## config.mk

```make
export PLATFORM = sky130hd
export DESIGN_NAME = receiver_uart
export DESIGN_NICKNAME = d
export VERILOG_FILES = /design/src/rtl/receiver_uart_pkg.sv /design/src/rtl/single_rx_uart.sv /design/src/rtl/receiver_uart.sv
export SDC_FILE = /design/constraint.sdc
export NUM_CORES = 1
export LEC_CHECK = 0
export ABC_AREA = 1
export BUFFER_PORTS_ARGS = -buffer_cell sky130_fd_sc_hd__buf_2
export CAP_MARGIN = 20
export CORE_ASPECT_RATIO = 0.7
export CORE_MARGIN = 2
export CORE_UTILIZATION = 40
export DETAILED_ROUTE_END_ITERATION = 8
export SYNTH_ARGS = -nofsm -noshare
export SYNTH_HDL_FRONTEND = slang
export SYNTH_SLANG_ARGS = --single-unit
```

## constraint.sdc

```tcl
create_clock -name clk -period 2.35 [get_ports clk]
set_input_delay 0.3525 -clock clk [delete_from_list [all_inputs] [get_ports clk]]
set_output_delay 0.3525 -clock clk [all_outputs]
set_load 0.01 [all_outputs]
```

## src/rtl/receiver_uart_pkg.sv

```systemverilog
// Shared types and helpers for the UART packet receiver.
package receiver_uart_pkg;

    typedef enum logic [2:0] {
        PKT_IDLE,
        PKT_CMD,
        PKT_LEN,
        PKT_DATA,
        PKT_SUM
    } pkt_state_t;

    typedef enum logic [1:0] {
        ERR_NONE    = 2'd0,
        ERR_SUM     = 2'd1,
        ERR_FRAME   = 2'd2,
        ERR_TIMEOUT = 2'd3
    } err_code_t;

    // Address width for a RAM of the given depth, never below one bit.
    function automatic int clogb2(input int value);
        int w;
        w = 1;
        while ((1 << w) < value) begin
            w = w + 1;
        end
        return w;
    endfunction

endpackage

```

## src/rtl/single_rx_uart.sv

```systemverilog
// Single-byte UART deserialiser: synchroniser, mid-bit sampling, optional parity, stop check.
module single_rx_uart
    import receiver_uart_pkg::*;
#(
    parameter int    CLOCK     = 10_000_000,
    parameter int    BAUD      = 1_000_000,
    parameter string PARITY    = "NO",
    parameter string FIRST_BIT = "LSB"
) (
    input  logic       clk,
    input  logic       reset,
    input  logic       rxd,
    output logic [7:0] rx_byte,
    output logic       byte_valid,
    output logic       byte_err,
    output logic       byte_start
);

    localparam int BIT_CYC   = CLOCK / BAUD;
    localparam int HALF      = BIT_CYC / 2;
    localparam int CW        = $clog2(BIT_CYC);
    localparam bit PAR_EN    = (PARITY != "NO");
    localparam bit PAR_ODD   = (PARITY == "ODD");
    localparam bit MSB_FIRST = (FIRST_BIT == "MSB");

    localparam logic [2:0] S_IDLE  = 3'd0;
    localparam logic [2:0] S_START = 3'd1;
    localparam logic [2:0] S_DATA  = 3'd2;
    localparam logic [2:0] S_PAR   = 3'd3;
    localparam logic [2:0] S_STOP  = 3'd4;

    logic          rxd_p0, rxd_p1, rxd_p2;
    logic [2:0]    state;
    logic [CW-1:0] cnt;
    logic [2:0]    bit_idx;
    logic [7:0]    shreg;
    logic          par_bit;
    logic          par_err;
    logic          bit_end;
    logic          rdy_p0, err_p0;

    assign bit_end = (cnt == CW'(BIT_CYC - 1));
    assign par_err = PAR_EN && (((^shreg) ^ par_bit ^ PAR_ODD) != 1'b0);
    assign rx_byte = shreg;

    always_ff @(posedge clk) begin
        if (!reset) begin
            rxd_p0     <= 1'b1;
            rxd_p1     <= 1'b1;
            rxd_p2     <= 1'b1;
            state      <= S_IDLE;
            cnt        <= '0;
            bit_idx    <= '0;
            rdy_p0     <= 1'b0;
            err_p0     <= 1'b0;
            byte_valid <= 1'b0;
            byte_err   <= 1'b0;
            byte_start <= 1'b0;
        end else begin
            rxd_p0     <= rxd;
            rxd_p1     <= rxd_p0;
            rxd_p2     <= rxd_p1;
            rdy_p0     <= 1'b0;
            byte_start <= 1'b0;
            byte_valid <= rdy_p0;
            byte_err   <= rdy_p0 & err_p0;
            cnt        <= cnt + 1'b1;
            case (state)
                S_IDLE: begin
                    cnt <= '0;
                    if (rxd_p2 && !rxd_p1) state <= S_START;
                end
                S_START: begin
                    // A start bit that is high again at its midpoint was a glitch.
                    if (cnt == CW'(HALF - 1)) begin
                        cnt <= '0;
                        if (rxd_p1) begin
                            state <= S_IDLE;
                        end else begin
                            state      <= S_DATA;
                            bit_idx    <= '0;
                            byte_start <= 1'b1;
                        end
                    end
                end
                S_DATA: begin
                    if (bit_end) begin
                        cnt     <= '0;
                        bit_idx <= bit_idx + 1'b1;
                        if (bit_idx == 3'd7) state <= PAR_EN ? S_PAR : S_STOP;
                    end
                end
                S_PAR: begin
                    if (bit_end) begin
                        cnt   <= '0;
                        state <= S_STOP;
                    end
                end
                S_STOP: begin
                    if (bit_end) begin
                        state  <= S_IDLE;
                        rdy_p0 <= 1'b1;
                        err_p0 <= !rxd_p1 || par_err;
                    end
                end
                default: state <= S_IDLE;
            endcase
        end
    end

    always_ff @(posedge clk) begin
        if (state == S_DATA && bit_end) begin
            shreg <= MSB_FIRST ? {shreg[6:0], rxd_p1} : {rxd_p1, shreg[7:1]};
        end
        if (state == S_PAR && bit_end) begin
            par_bit <= rxd_p1;
        end
    end

endmodule

```

## src/rtl/receiver_uart.sv

```systemverilog
// Packet receiver: parses cmd, len, payload, checksum from the byte stream and writes payload to RAM.
module receiver_uart
    import receiver_uart_pkg::*;
#(
    parameter int    CLOCK     = 10_000_000,
    parameter int    BAUD      = 1_000_000,
    parameter string PARITY    = "NO",
    parameter string FIRST_BIT = "LSB",
    parameter int    NUMBER    = 256,
    parameter int    TIMEOUT   = 20,
    parameter int    AW        = clogb2(NUMBER)
) (
    input  logic          clk,
    input  logic          reset,
    input  logic          rxd,
    output logic [7:0]    wr_data,
    output logic [AW-1:0] wr_addr,
    output logic          wr_en,
    output logic [7:0]    cmd_rx,
    output logic [AW-1:0] len_rx,
    output logic          pckt_done,
    output logic          pckt_err,
    output logic [1:0]    err_code,
    output logic          busy
);

    localparam int BIT_CYC = CLOCK / BAUD;
    localparam int TO_CYC  = TIMEOUT * BIT_CYC;
    localparam int TW      = $clog2(TO_CYC + 1);

    logic [7:0]    rx_byte;
    logic          byte_valid, byte_err, byte_start;
    pkt_state_t    state;
    logic [7:0]    cmd_q, sum_q;
    logic [AW-1:0] len_q, idx_q;
    logic [TW-1:0] tcnt;
    logic          len_ok, sum_ok, timed_out;

    single_rx_uart #(
        .CLOCK    (CLOCK),
        .BAUD     (BAUD),
        .PARITY   (PARITY),
        .FIRST_BIT(FIRST_BIT)
    ) u_rx (
        .clk       (clk),
        .reset     (reset),
        .rxd       (rxd),
        .rx_byte   (rx_byte),
        .byte_valid(byte_valid),
        .byte_err  (byte_err),
        .byte_start(byte_start)
    );

    assign len_ok    = int'(rx_byte) <= NUMBER - 1;
    assign sum_ok    = (rx_byte == ~sum_q);
    assign timed_out = (tcnt == TW'(TO_CYC - 1));
    assign busy      = (state != PKT_IDLE);

    always_ff @(posedge clk) begin
        if (!reset) begin
            state     <= PKT_IDLE;
            wr_en     <= 1'b0;
            wr_data   <= '0;
            wr_addr   <= '0;
            cmd_rx    <= '0;
            len_rx    <= '0;
            pckt_done <= 1'b0;
            pckt_err  <= 1'b0;
            err_code  <= ERR_NONE;
            idx_q     <= '0;
            tcnt      <= '0;
        end else begin
            wr_en     <= 1'b0;
            pckt_done <= 1'b0;
            pckt_err  <= 1'b0;
            tcnt      <= (byte_start || state == PKT_IDLE) ? '0 : tcnt + 1'b1;
            if (byte_valid && byte_err) begin
                // A bad cmd byte means no packet has started yet, so it is dropped quietly.
                if (state != PKT_IDLE && state != PKT_CMD) begin
                    pckt_err <= 1'b1;
                    err_code <= ERR_FRAME;
                end
                state <= PKT_IDLE;
            end else if (byte_valid) begin
                case (state)
                    PKT_CMD: state <= PKT_LEN;
                    PKT_LEN: begin
                        if (!len_ok) begin
                            pckt_err <= 1'b1;
                            err_code <= ERR_FRAME;
                            state    <= PKT_IDLE;
                        end else if (rx_byte == 8'd0) begin
                            state <= PKT_SUM;
                        end else begin
                            idx_q <= '0;
                            state <= PKT_DATA;
                        end
                    end
                    PKT_DATA: begin
                        wr_en   <= 1'b1;
                        wr_data <= rx_byte;
                        wr_addr <= idx_q;
                        if (idx_q == len_q - 1'b1) state <= PKT_SUM;
                        else                       idx_q <= idx_q + 1'b1;
                    end
                    PKT_SUM: begin
                        if (sum_ok) begin
                            pckt_done <= 1'b1;
                            cmd_rx    <= cmd_q;
                            len_rx    <= len_q;
                            err_code  <= ERR_NONE;
                        end else begin
                            pckt_err <= 1'b1;
                            err_code <= ERR_SUM;
                        end
                        state <= PKT_IDLE;
                    end
                    default: state <= PKT_IDLE;
                endcase
            end else if (state == PKT_IDLE) begin
                if (byte_start) state <= PKT_CMD;
            end else if (timed_out) begin
                pckt_err <= 1'b1;
                err_code <= ERR_TIMEOUT;
                state    <= PKT_IDLE;
            end
        end
    end

    // Running checksum and packet header, updated only on clean bytes.
    always_ff @(posedge clk) begin
        if (byte_valid && !byte_err) begin
            case (state)
                PKT_CMD: begin
                    cmd_q <= rx_byte;
                    sum_q <= rx_byte;
                end
                PKT_LEN: begin
                    len_q <= rx_byte[AW-1:0];
                    sum_q <= sum_q + rx_byte;
                end
                PKT_DATA: sum_q <= sum_q + rx_byte;
                default: ;
            endcase
        end
    end

endmodule

```

== Word level (Yosys, flattened, before mapping) ==
Cells that the tools add are included.

* Mux-type cells: 44
* Bitwise operators: 6
* Eq/ne operators: 29
* Add/sub/neg operators: 6
* Reductions and logical operators: 36

{| class="wikitable"
|+ Operators with widths
! cell !! count
|-
| 3-bit two-way mux || 15
|-
| 8-bit case mux with 2 select lines || 2
|-
| 8-bit by 1-bit adder with 8-bit output, second input constant || 2
|-
| 8-bit equality test || 2
|-
| 8-bit two-way mux || 2
|-
| 3-bit case mux with 5 select lines || 1
|-
| 2-bit two-way mux || 7
|-
| 2-bit by 1-bit inequality test with 1-bit output, second input constant || 7
|-
| 3-bit by 2-bit equality test with 1-bit output, second input constant || 4
|-
| 1-bit two-way mux || 12
|-
| 4-bit case mux with 3 select lines || 1
|-
| 4-bit AND reduction || 3
|-
| 2-bit AND reduction || 5
|-
| 3-bit equality test, second input constant || 3
|-
| 3-bit case mux with 3 select lines || 1
|-
| 3-bit AND reduction || 3
|-
| 3-bit nonzero test || 3
|-
| 8-bit adder || 1
|-
| 8-bit equality test, second input constant || 1
|-
| 8-bit zero test || 1
|-
| 4-bit two-way mux || 2
|-
| 8-bit inverter || 1
|-
| 2-bit OR reduction || 4
|-
| 8-bit by 1-bit subtractor with 8-bit output, second input constant || 1
|-
| 21 further kinds || 37
|}

* Bits in registers: 106
* Word-level logic and storage cells: 147

== Depth between registers and ports, before layout ==
Gate-level depths: netlist (run 1).

* Depth after elaboration: 6
* Gate-level depth with buffers: 15

== Modules after synthesis ==
Synthesis (run 1) repeated with hierarchy kept, for this count alone.

* Cell total of the unflattened synthesis: 593
* Area total of the unflattened synthesis: 4840.9 um^2

{| class="wikitable"
|+ By module, submodules not included
! module !! times used !! area each (um^2) !! cells an instance
|-
| receiver_uart || 1 || 3764.9 || 471
|-
| single_rx_uart || 1 || 1076.0 || 122
|}

== Worst setup path after synthesis (run 1) ==
Ideal clock, no wire load.

* Path type: register to register
* From: reg u_rx.shreg[3], in the netlist u_rx.rx_byte[3]
* To: reg sum_q[6], data pin
* Required time: 2.097 ns
* Slack: 0.501 ns
* Buffers on the path: 0
* Stages on the path, launching flop included: 9
* Library setup time: 0.253 ns
* Arrival: 1.596 ns
* Cells stage by stage: edfxtp_1 -> ha_1 -> a21oi_1 -> o21ai_0 -> a31oi_1 -> nand2_1 -> or2_2 -> nand3_1 -> nand2_1

* Cells in the longest elaborated chain, start to end: 2

{| class="wikitable"
|+ RTL lines
! what !! line !! text
|-
| start, declared || single_rx_uart.sv:36 || <nowiki>logic [7:0] shreg;</nowiki>
|-
| start signal, assigned || single_rx_uart.sv:113 || <nowiki>shreg <= MSB_FIRST ? {shreg[6:0], rxd_p1} : {rxd_p1, shreg[7:1]};</nowiki>
|-
| 8-bit adder || receiver_uart.sv:140, receiver_uart.sv:142 ||
|-
| 8-bit case mux with 2 select lines || receiver_uart.sv:133 || <nowiki>case (state)</nowiki>
|-
| end signal, assigned || receiver_uart.sv:136 || <nowiki>sum_q <= rx_byte;</nowiki>
|-
| end signal, assigned || receiver_uart.sv:140 || <nowiki>sum_q <= sum_q + rx_byte;</nowiki>
|-
| end signal, assigned || receiver_uart.sv:142 || <nowiki>PKT_DATA: sum_q <= sum_q + rx_byte;</nowiki>
|-
| end, declared || receiver_uart.sv:34 || <nowiki>logic [7:0] cmd_q, sum_q;</nowiki>
|}

Every way passes these cells.
A chain may end at the register's enable or synchronous reset.

== Final worst setup path (run 1) ==
* From: reg u_rx.shreg[1], in the netlist u_rx.rx_byte[1]
* To: reg sum_q[6], data pin

The elaborated chain is that of the path after synthesis.

==> results.md, run 1 <==
* Status: completed
* VDD IR-drop max at 0.352 mV
* Core area at 11700 um2
* Top cells by area, synth: dfxtp_1 31%, edfxtp_1 20%, nand2_1 8.2%, nor2_1 6.2%, a21oi_1 5.5%
* CP Max Fanout at 7
* # rows at 33
* Post-synth EDFFs at 32
* Leading area contributor after synthesis: dfxtp_1
* Post-Syn Area per Cell at 8.39 um2
* Ant diodes at 0
* CP endpoint kind: register
* Ys async rst share at 0%
* # Post-CTS Setup Buffers at 0
* Tot Pwr at 3.60 mW
* Routed vias at 3911
* Die Span X at 135 um
* Clk root buf: clkbuf_16
* CTS tree: built
* Detailed Routing Iterations Pass 1 at 5
* CP Launch Type: register
* Worst hold path type: input pin to register
* Clk pin slew, worst setup/hold paths at 0.07 ns
* Drc violations at 0
* ANT nets after route at 0
* Hold Slack at 0.203 ns
* Final min period at 2.09 ns
* Area Overhead vs Synth at 14.2%
* Final GP Congestion at 0.853
* Final Hold Viols at 0
* Fin. max-slew vios at 0
* Mapped Cells at 573
* Commonest non-fill, non-tap cell in the layout: nand2_1
* Clock sink total at 106
* Routed WL per cell at 13.9 um
* Seq pwr share at 53.7%
* Largest net degree at the start of global routing at 38
* Detailed placement HPWL at 7.94 mm
* Sequential share of the synthesized area at 50.8%
* Max Cap Viol at 0
* Worst-case clock buffer depth at 2
* Overall routing resource usage at 17.6%
* Syn_nets at 592
* Critical path arrival at 2.19 ns
* Netlist cell types at 36
* Number of DRC markers in iteration 0 at 326
* Internal at 2.79 mW
* YS warnings at 0
* Fin crit share at 88.8%
* Dpl cells at 763
* Share of power burned in the clock network at 40.8%
* Num CTS Buffers at 9
* Seq cells post-synth at 106
* # H-tree levels at 3
* RSZ-0062 raised after global routing: false
* Main flop type after synthesis: dfxtp_1
* Vias/cell at 5.02
* Port bufs at 40
* Area of the mapped netlist at 4810 um2
* Net Sw Frac at 22.6%
* Final setup violation count at 0
* Kind of critical path: register to register
* Antenna violations before repair at 0
* Cts repair resizes at 0
* CP Data Required Time at 2.45 ns
* Setup_tns at 0 ns
* Number of global-route vias before repair at 3511
* Hold_buf cts at 0
* Net Sw Power at 0.813 mW
* I/O pin cnt at 41
* Final Skew at 0.00603 ns
* Most frequent cells in the layout: 105 x nand2_1, 79 x nor2_1, 74 x dfxtp_1, 53 x a21oi_1
* FMAX at 0.479 GHz
* Nets at 636
* Slew HR at 56.0%
* Cell Pwr Density at 655 nW/um2
* DRT Wirelength at 10.8 mm
* Die footprint at 12900 um2
* Die Height at 95.7 um
* GR Overflow Total at 0
* Share of layout cells above drive strength 1 at 15.1%
* First-pass GRT wire length at 17.8 mm
* Post-synth top area share at 30.8%
* Final cell count without fillers at 779
* Worst skew pair latency at 0.34 ns
* Worst Tran Pin Value at 0.659 ns
* LEAKAGE at 2.30 nW
* Combinational power share at 5.5%
* Initial Util at 41.0%
## registers in the layout, summed over array words and instances, names as in the netlist, 2 cells and up
| signal | cells |
|---|---|
| wr_data | 8 |
| u_rx.bit_idx | 3 |
| tcnt | 8 |
| err_code | 2 |
| len_rx | 8 |
| state | 3 |
| cmd_q | 8 |
| sum_q | 8 |
| wr_addr | 8 |
| len_q | 8 |
| u_rx.state | 3 |
| idx_q | 8 |
| cmd_rx | 8 |
| u_rx.cnt | 4 |
| u_rx.rx_byte | 8 |
## kinds of logic after synthesis
logic type,Yosys count,synth area share [%]
buf+inv,73,6.22
flops,106,50.8
fa+ha+maj,16,4.32
xor+xnor,19,3.46
simple gates,265,24.7
compound gates,94,10.5
## cell usage after synthesis, types with 2 or more instances
| library cell | n |
|---|---|
| a211oi_1 | 2 |
| buf_4 | 4 |
| edfxtp_1 | 32 |
| nor3_1 | 6 |
| nand2_2 | 4 |
| inv_2 | 9 |
| xnor2_1 | 5 |
| or2_2 | 4 |
| nand3_1 | 45 |
| o211ai_1 | 3 |
| buf_2 | 6 |
| a21oi_1 | 53 |
| nand2_1 | 105 |
| nand4_1 | 7 |
| ha_1 | 15 |
| o22ai_1 | 2 |
| nand3_2 | 2 |
| o21ai_1 | 10 |
| xor2_1 | 14 |
| nand3b_1 | 2 |
| nor2_4 | 4 |
| inv_1 | 45 |
| nor3b_1 | 2 |
| dfxtp_1 | 74 |
| nor2_2 | 2 |
| nor2_1 | 79 |
| clkbuf_1 | 8 |
| o21ai_0 | 21 |
## layer usage
metal / part of all wire, % / up-vias / track usage (%)
met3: 7.2 / 9 / 4.27
met2: 40 / 121 / 25.0
met5: 0 / - / 0
li1: - / 1975 / -
met1: 52 / 1806 / 26.8
met4: 0.69 / 0 / 4.34
## final timing paths
check                                                from                      to  slack, ns  cells after the start
worst max-delay path            u_rx.rx_byte[1]$_DFFE_PP_      sum_q[6]$_DFFE_PP_       0.26                      8
worst min-delay path                                  rxd  u_rx.rxd_p0$_SDFF_PN1_       0.20                      2
worst max register to register  u_rx.rx_byte[1]$_DFFE_PP_      sum_q[6]$_DFFE_PP_       0.26                      8
worst min register to register     u_rx.rxd_p0$_SDFF_PN1_  u_rx.rxd_p1$_SDFF_PN1_       0.42                      1
## through the flow
| stage | instance area (um2) | utilization (%) | worst slack, ns |
|---|---|---|---|
| floorplan | 4810 | - | 0.501 |
| global placement | 5200 | 44.3 | 0.251 |
| detailed placement | 5200 | 44.3 | 0.273 |
| CTS | 5490 | 46.8 | 0.257 |
| global route | 5490 | 46.8 | 0.0987 |
| finish | 5490 | 46.8 | 0.263 |
## area by class of cell
class / count / area (um2)
Tap cell: 157 / 196
Multi-Input combinational cell: 394 / 2070
Clock inverter: 3 / 22.5
Timing Repair Buffer: 51 / 283
Clock buffer: 13 / 272
Inverter: 55 / 209
Sequential cell: 106 / 2440
Fill cell: 1152 / 6230
## power by group through the flow
stage | registers [mW] | clock network [mW] | logic [mW]
2_1_floorplan | 1.97 | 0 | 0.158
3_3_place_gp | 1.97 | 0 | 0.190
3_5_place_dp | 1.97 | 0 | 0.196
4_1_cts | 1.93 | 1.51 | 0.197
5_1_grt | 1.93 | 1.58 | 0.230
6_report | 1.93 | 1.47 | 0.198
## critical path, stage by stage (launching register included)
cell      delay, ns
edfxtp_1       0.52
inv_1          0.14
fa_1           0.48
o21ai_0        0.32
a31oi_1        0.12
nand2_1        0.09
nand2_1        0.05
nand3_1        0.08
nand2_1        0.04
No activity file was read; power rests on OpenSTA's default activity.
==> run 2, diff against run 1 <==
--- a/config.mk
+++ b/config.mk
@@ -11,6 +11,7 @@
 export CORE_ASPECT_RATIO = 0.7
 export CORE_MARGIN = 2
 export CORE_UTILIZATION = 40
+export CTS_BUF_LIST = sky130_fd_sc_hd__clkbuf_4 sky130_fd_sc_hd__clkbuf_8 sky130_fd_sc_hd__clkbuf_16
 export DETAILED_ROUTE_END_ITERATION = 8
 export SYNTH_ARGS = -nofsm -noshare
 export SYNTH_HDL_FRONTEND = slang
==> run 2 against run 1 <==
First-iteration DRC count increased by 21%. Register-to-register slack worse by 0.02 ns. Sequential power barely moved. Non-clock buffer count stayed put. Combinational power barely moved. Critical endpoint unchanged. Sequential cell count unchanged. Fmax decreased by 1.0%. Hold slack improved by 0.0036 ns. Core utilization increased by 0.064 points. Largest cell class unchanged.
==> results.md, run 2 (synthesis results as in run 1) <==
* CP endpoint kind: register
* M1 wire length at 5.54 mm (-1.8%)
* Drc violations at 0 (unchanged)
* Worst-case clock buffer depth at 2 (unchanged)
* Number of DRC markers in iteration 0 at 393 (+21%)
* Fin. max-slew vios at 0 (unchanged)
* Final Skew at 0.00647 ns (+0.000442 ns)
* Multi-input logic area at 2070 um2 (unchanged)
* Uppermost layer routed: met4
* FMAX at 0.474 GHz (-1.0%)
* Max Cap Viol at 0 (unchanged)
* Sequential cell area at 2440 um2 (unchanged)
* CTS tree: built
* Filler cells at 1149 (-0.26%)
* Largest net degree at the start of global routing at 38 (unchanged)
* Clk root buf: clkbuf_16
* Status: completed
* Area Overhead vs Synth at 14.4%
* Detailed Routing Iterations Pass 1 at 5 (unchanged)
* Number of global-route vias before repair at 3511 (unchanged)
* Core area at 11700 um2 (unchanged)
* Kind of critical path: register to register
* Initial Util at 41.0% (unchanged)
* Routed vias at 3902 (-0.23%)
* Cts repair resizes at 0 (unchanged)
* Metal2 WL at 4.30 mm (-0.60%)
* Final setup violation count at 0 (unchanged)
* Antenna violations before repair at 0 (unchanged)
* Ant diodes at 0 (unchanged)
* # H-tree levels at 3 (unchanged)
* Setup_tns at 0 ns (unchanged)
* Final min period at 2.11 ns (+0.0221 ns)
* # Post-CTS Setup Buffers at 0 (unchanged)
* Worst hold path type: input pin to register
* Dpl cells at 763 (unchanged)
* Detailed placement HPWL at 7.94 mm (unchanged)
* Critical path arrival at 2.21 ns (+0.02 ns)
* Nets at 636 (unchanged)
* Worst Tran Pin Value at 0.655 ns (-0.00373 ns)
* Share of layout cells above drive strength 1 at 15.4% (+0.32 points)
* Final GP Congestion at 0.853 (unchanged)
* Die footprint at 12900 um2 (unchanged)
* DRT Wirelength at 10.8 mm (-0.39%)
* Overall routing resource usage at 17.6% (about the same)
* Vias/cell at 5.01 (-0.23%)
* Hold_buf cts at 0 (unchanged)
* Tot Pwr at 3.62 mW (+0.47%)
* Routed WL per cell at 13.8 um (-0.39%)
* VDD IR-drop max at 0.353 mV (+0.21%)
* Commonest non-fill, non-tap cell in the layout: nand2_1
* RSZ-0062 raised after global routing: false
* Final Hold Viols at 0 (unchanged)
* CP Launch Type: register
* Die Span X at 135 um (unchanged)
* Most frequent cells in the layout: 105 x nand2_1, 79 x nor2_1, 74 x dfxtp_1, 53 x a21oi_1
* Die Height at 95.7 um (unchanged)
* Final cell count without fillers at 779 (unchanged)
* First-pass GRT wire length at 17.8 mm (-0.12%)
* Clock sink total at 106 (unchanged)
* ANT nets after route at 0 (unchanged)
* CP Max Fanout at 7 (unchanged)
* Slew HR at 56.2% (+0.25 points)
* Port bufs at 40 (unchanged)
* LEAKAGE at 2.31 nW (+0.30%)
* # rows at 33 (unchanged)
* Cell Pwr Density at 657 nW/um2 (+0.33%)
* GR Overflow Total at 0 (unchanged)
* Clk pin slew, worst setup/hold paths at 0.07 ns (about the same)
* Num CTS Buffers at 9 (unchanged)
* Met3 routed wirelength at 848 um (+9.6%)
* Fin crit share at 89.8% (+0.94 points)
* CP Data Required Time at 2.45 ns (about the same)
* I/O pin cnt at 41 (unchanged)
* Worst skew pair latency at 0.34 ns (about the same)
-- run 2: cell counts in the layout (fill, tap and decap cells not counted) --
Identical to the previous run, type by type.
-- run 2: area by class of cell --
cell class | count | share of cell area (%)
timing repair buffer | 51 | 5.14
tap | 157 | 3.57
inverter | 55 | 3.80
multi-input combinational | 394 | 37.6
sequential | 106 | 44.4
clock buffer | 13 | 5.07
clock inverter | 3 | 0.410
-- run 2: worst paths after layout --
check	start	to	slack (ns)	cells after the start
max	u_rx.rx_byte[1]$_DFFE_PP_	sum_q[6]$_DFFE_PP_	0.24	8
min	rxd	u_rx.rxd_p0$_SDFF_PN1_	0.21	2
max reg2reg	u_rx.rx_byte[1]$_DFFE_PP_	sum_q[6]$_DFFE_PP_	0.24	8
min reg2reg	u_rx.rxd_p0$_SDFF_PN1_	u_rx.rxd_p1$_SDFF_PN1_	0.42	1
-- run 2: per-stage QoR --
| stage | hold WS, ns | setup slack [ns] | area (um2) | util [%] |
|---|---|---|---|---|
| after global placement | 0.402 | 0.251 | 5200 | 44.3 |
| after CTS | 0.201 | 0.257 | 5500 | 46.9 |
| after detailed placement | 0.405 | 0.273 | 5200 | 44.3 |
| after global routing | 0.204 | 0.0989 | 5500 | 46.9 |
| final | 0.207 | 0.240 | 5500 | 46.9 |
| after floorplan | 0.393 | 0.501 | 4810 | - |
-- run 2: power by group --
group	internal (mW)	switching, mW
logic	0.0660	0.132
registers	1.90	0.0289
clock network	0.840	0.646
total	2.81	0.807
-- run 2: layer usage --
| metal | up-vias | GRT usage (%) |
|---|---|---|
| li1 | 1977 | - |
| met1 | 1793 | 26.8 |
| met2 | 123 | 25.0 |
| met3 | 9 | 4.27 |
| met4 | 0 | 4.34 |
| met5 | - | 0 |
-- run 2: worst max-delay path: stages (launching register included) --
cell	delay (ns)
edfxtp_1	0.53
inv_1	0.14
fa_1	0.49
o21ai_0	0.33
a31oi_1	0.13
nand2_1	0.09
nand2_1	0.05
nand3_1	0.07
nand2_1	0.04
==> run 3, diff against run 2 <==
--- a/config.mk
+++ b/config.mk
@@ -10,9 +10,10 @@
 export CAP_MARGIN = 20
 export CORE_ASPECT_RATIO = 0.7
 export CORE_MARGIN = 2
-export CORE_UTILIZATION = 40
+export CORE_UTILIZATION = 28
 export CTS_BUF_LIST = sky130_fd_sc_hd__clkbuf_4 sky130_fd_sc_hd__clkbuf_8 sky130_fd_sc_hd__clkbuf_16
 export DETAILED_ROUTE_END_ITERATION = 8
+export SKIP_CTS_REPAIR_TIMING = 1
 export SYNTH_ARGS = -nofsm -noshare
 export SYNTH_HDL_FRONTEND = slang
 export SYNTH_SLANG_ARGS = --single-unit
==> run 3 against run 2 <==
Sequential cell count is the same. Total power grew 0.61%. Register-to-register slack is essentially flat. Clock skew is essentially flat. Critical path depth grew 1. Non-clock buffer count grew 4. Hold slack lost 0.0060 ns. Count of clock-buffer cells in the layout shrank 2. Sequential power is essentially flat. Via count shrank 2.8%. Routed wire length shrank 0.22%. Critical endpoint unchanged. Largest cell class unchanged. Largest power group unchanged. Highest routed layer unchanged.
==> results.md, run 3 (synthesis results as in run 1) <==
* Status: completed
* Share of layout cells above drive strength 1 at 15.8% (+0.41 points)
* Final cell count without fillers at 856 (+9.9%)
* Dpl cells at 841 (+10%)
* Kind of critical path: register to register
* Final Hold Viols at 0 (unchanged)
* Vias/cell at 4.43 (-12%)
* Final Skew at 0.00610 ns (-0.000377 ns)
* RSZ-0062 raised after global routing: false
* Fin. max-slew vios at 0 (unchanged)
* LEAKAGE at 2.32 nW (+0.51%)
* Worst hold path type: input pin to register
* Core area at 17000 um2 (+45%)
* CP endpoint kind: register
* Critical path arrival at 2.22 ns (about the same)
* Overall routing resource usage at 12.4% (-5.2 points)
* Worst Tran Pin Value at 0.570 ns (-0.0854 ns)
* Port bufs at 40 (unchanged)
* Slew HR at 61.9% (+5.7 points)
* Die footprint at 18300 um2 (+41%)
* Drc violations at 0 (unchanged)
* Filler cells at 1770 (+54%)
* I/O pin cnt at 41 (unchanged)
* Die Height at 114 um (+19%)
* # rows at 40 (+21%)
* Detailed Routing Iterations Pass 1 at 5 (unchanged)
* Ant diodes at 0 (unchanged)
* Setup_tns at 0 ns (unchanged)
* Cell Pwr Density at 648 nW/um2 (-1.4%)
* Number of global-route vias before repair at 3450 (-1.7%)
* CP Max Fanout at 5 (-2)
* CTS tree: built
* Final setup margin at 0.230 ns (-0.0105 ns)
* Final min period at 2.12 ns (+0.0105 ns)
* Worst-case clock buffer depth at 2 (unchanged)
* Routed vias at 3793 (-2.8%)
* Placed Instance Area at 5320 um2 (+2.4%)
* CP Data Required Time at 2.45 ns (about the same)
* Area Overhead vs Synth at 16.7%
* Nets at 640 (+0.63%)
* Initial Util at 28.3% (-13 points)
* GR Overflow Total at 0 (unchanged)
* Detailed placement HPWL at 7.84 mm (-1.2%)
* Max Cap Viol at 0 (unchanged)
* ANT nets after route at 0 (unchanged)
* First-pass GRT wire length at 17.8 mm (+0.39%)
* Antenna violations before repair at 0 (unchanged)
* Routed WL per cell at 12.6 um (-9.2%)
* Final setup violation count at 0 (unchanged)
* Final GP Congestion at 0.845 (-0.91%)
* VDD IR-drop max at 0.431 mV (+22%)
* Clk root buf: clkbuf_16
* # H-tree levels at 3 (unchanged)
* DRT Wirelength at 10.8 mm (-0.22%)
* CP Launch Type: register
* Clock sink total at 106 (unchanged)
* Clk pin slew, worst setup/hold paths at 0.07 ns (about the same)
* Hold Slack at 0.201 ns (-0.00604 ns)
* Most frequent cells in the layout: 105 x nand2_1, 79 x nor2_1, 74 x dfxtp_1, 53 x a21oi_1
* Fin crit share at 90.2% (+0.45 points)
* Num CTS Buffers at 9 (unchanged)
* FMAX at 0.472 GHz (-0.50%)
* Number of DRC markers in iteration 0 at 296 (-25%)
* Largest net degree at the start of global routing at 24 (-37%)
* Commonest non-fill, non-tap cell in the layout: nand2_1
* Die Span X at 161 um (+19%)
* Final instance area at 5610 um2 (+2.1%)
* Worst skew pair latency at 0.34 ns (about the same)
* Pre-CTS worst setup slack at 0.306 ns (+0.0335 ns)
-- run 3: cell count changes in the layout (fill, tap and decap cells not counted), sizes merged --
cell and delta:
buf +4, clkbuf -2, clkinv -2, bufinv +1, clkinvlp +1, inv +1
-- run 3: final cells by class --
class	count	area (um2)	share of cell area [%]
well taps	231	289	5.15
multi-input cells	394	2070	36.8
clock buffers	11	240	4.28
clock inverters	4	52.6	0.936
flip-flops and latches	106	2440	43.5
inverters	55	209	3.72
repair buffers	55	313	5.57
-- run 3: critical path, stage by stage (launching register included) --
cell and delay [ns]:
edfxtp_1 0.44, ha_1 0.20, inv_1 0.06, fa_1 0.39
o21ai_0 0.37, a31oi_1 0.14, nand2_1 0.10, nand2_1 0.05
nand3_1 0.08, nand2_1 0.05
-- run 3: worst paths after layout --
check,start,to,slack [ns],cells past startpoint
worst max-delay path,u_rx.rx_byte[0]$_DFFE_PP_,sum_q[6]$_DFFE_PP_,0.23,9
worst min-delay path,rxd,u_rx.rxd_p0$_SDFF_PN1_,0.20,2
worst max register to register,u_rx.rx_byte[0]$_DFFE_PP_,sum_q[6]$_DFFE_PP_,0.23,9
worst min register to register,u_rx.rxd_p0$_SDFF_PN1_,u_rx.rxd_p1$_SDFF_PN1_,0.41,1
-- run 3: power by group --
part	internal, mW	switching [mW]	total (mW)
Sequential	1.90	0.0291	1.93
Clock	0.849	0.656	1.51
Combinational	0.0679	0.133	0.201
-- run 3: per-stage QoR --
| stage | utilization, % | power, mW |
|---|---|---|
| 5_1_grt | 33.1 | 3.80 |
| 6_report | 33.1 | 3.64 |
| 4_1_cts | 33.1 | 3.69 |
| 3_5_place_dp | 31.4 | 2.17 |
| 2_1_floorplan | - | 2.12 |
| 3_3_place_gp | 31.4 | 2.17 |
-- run 3: routing by layer --
| metal | up-vias | global-route usage (%) | part of all wire, % |
|---|---|---|---|
| li1 | 1996 | - | - |
| met1 | 1705 | 19.0 | 55 |
| met2 | 80 | 16.5 | 38 |
| met3 | 12 | 3.49 | 5.3 |
| met4 | 0 | 3.90 | 1.5 |
| met5 | - | 0 | 0 |
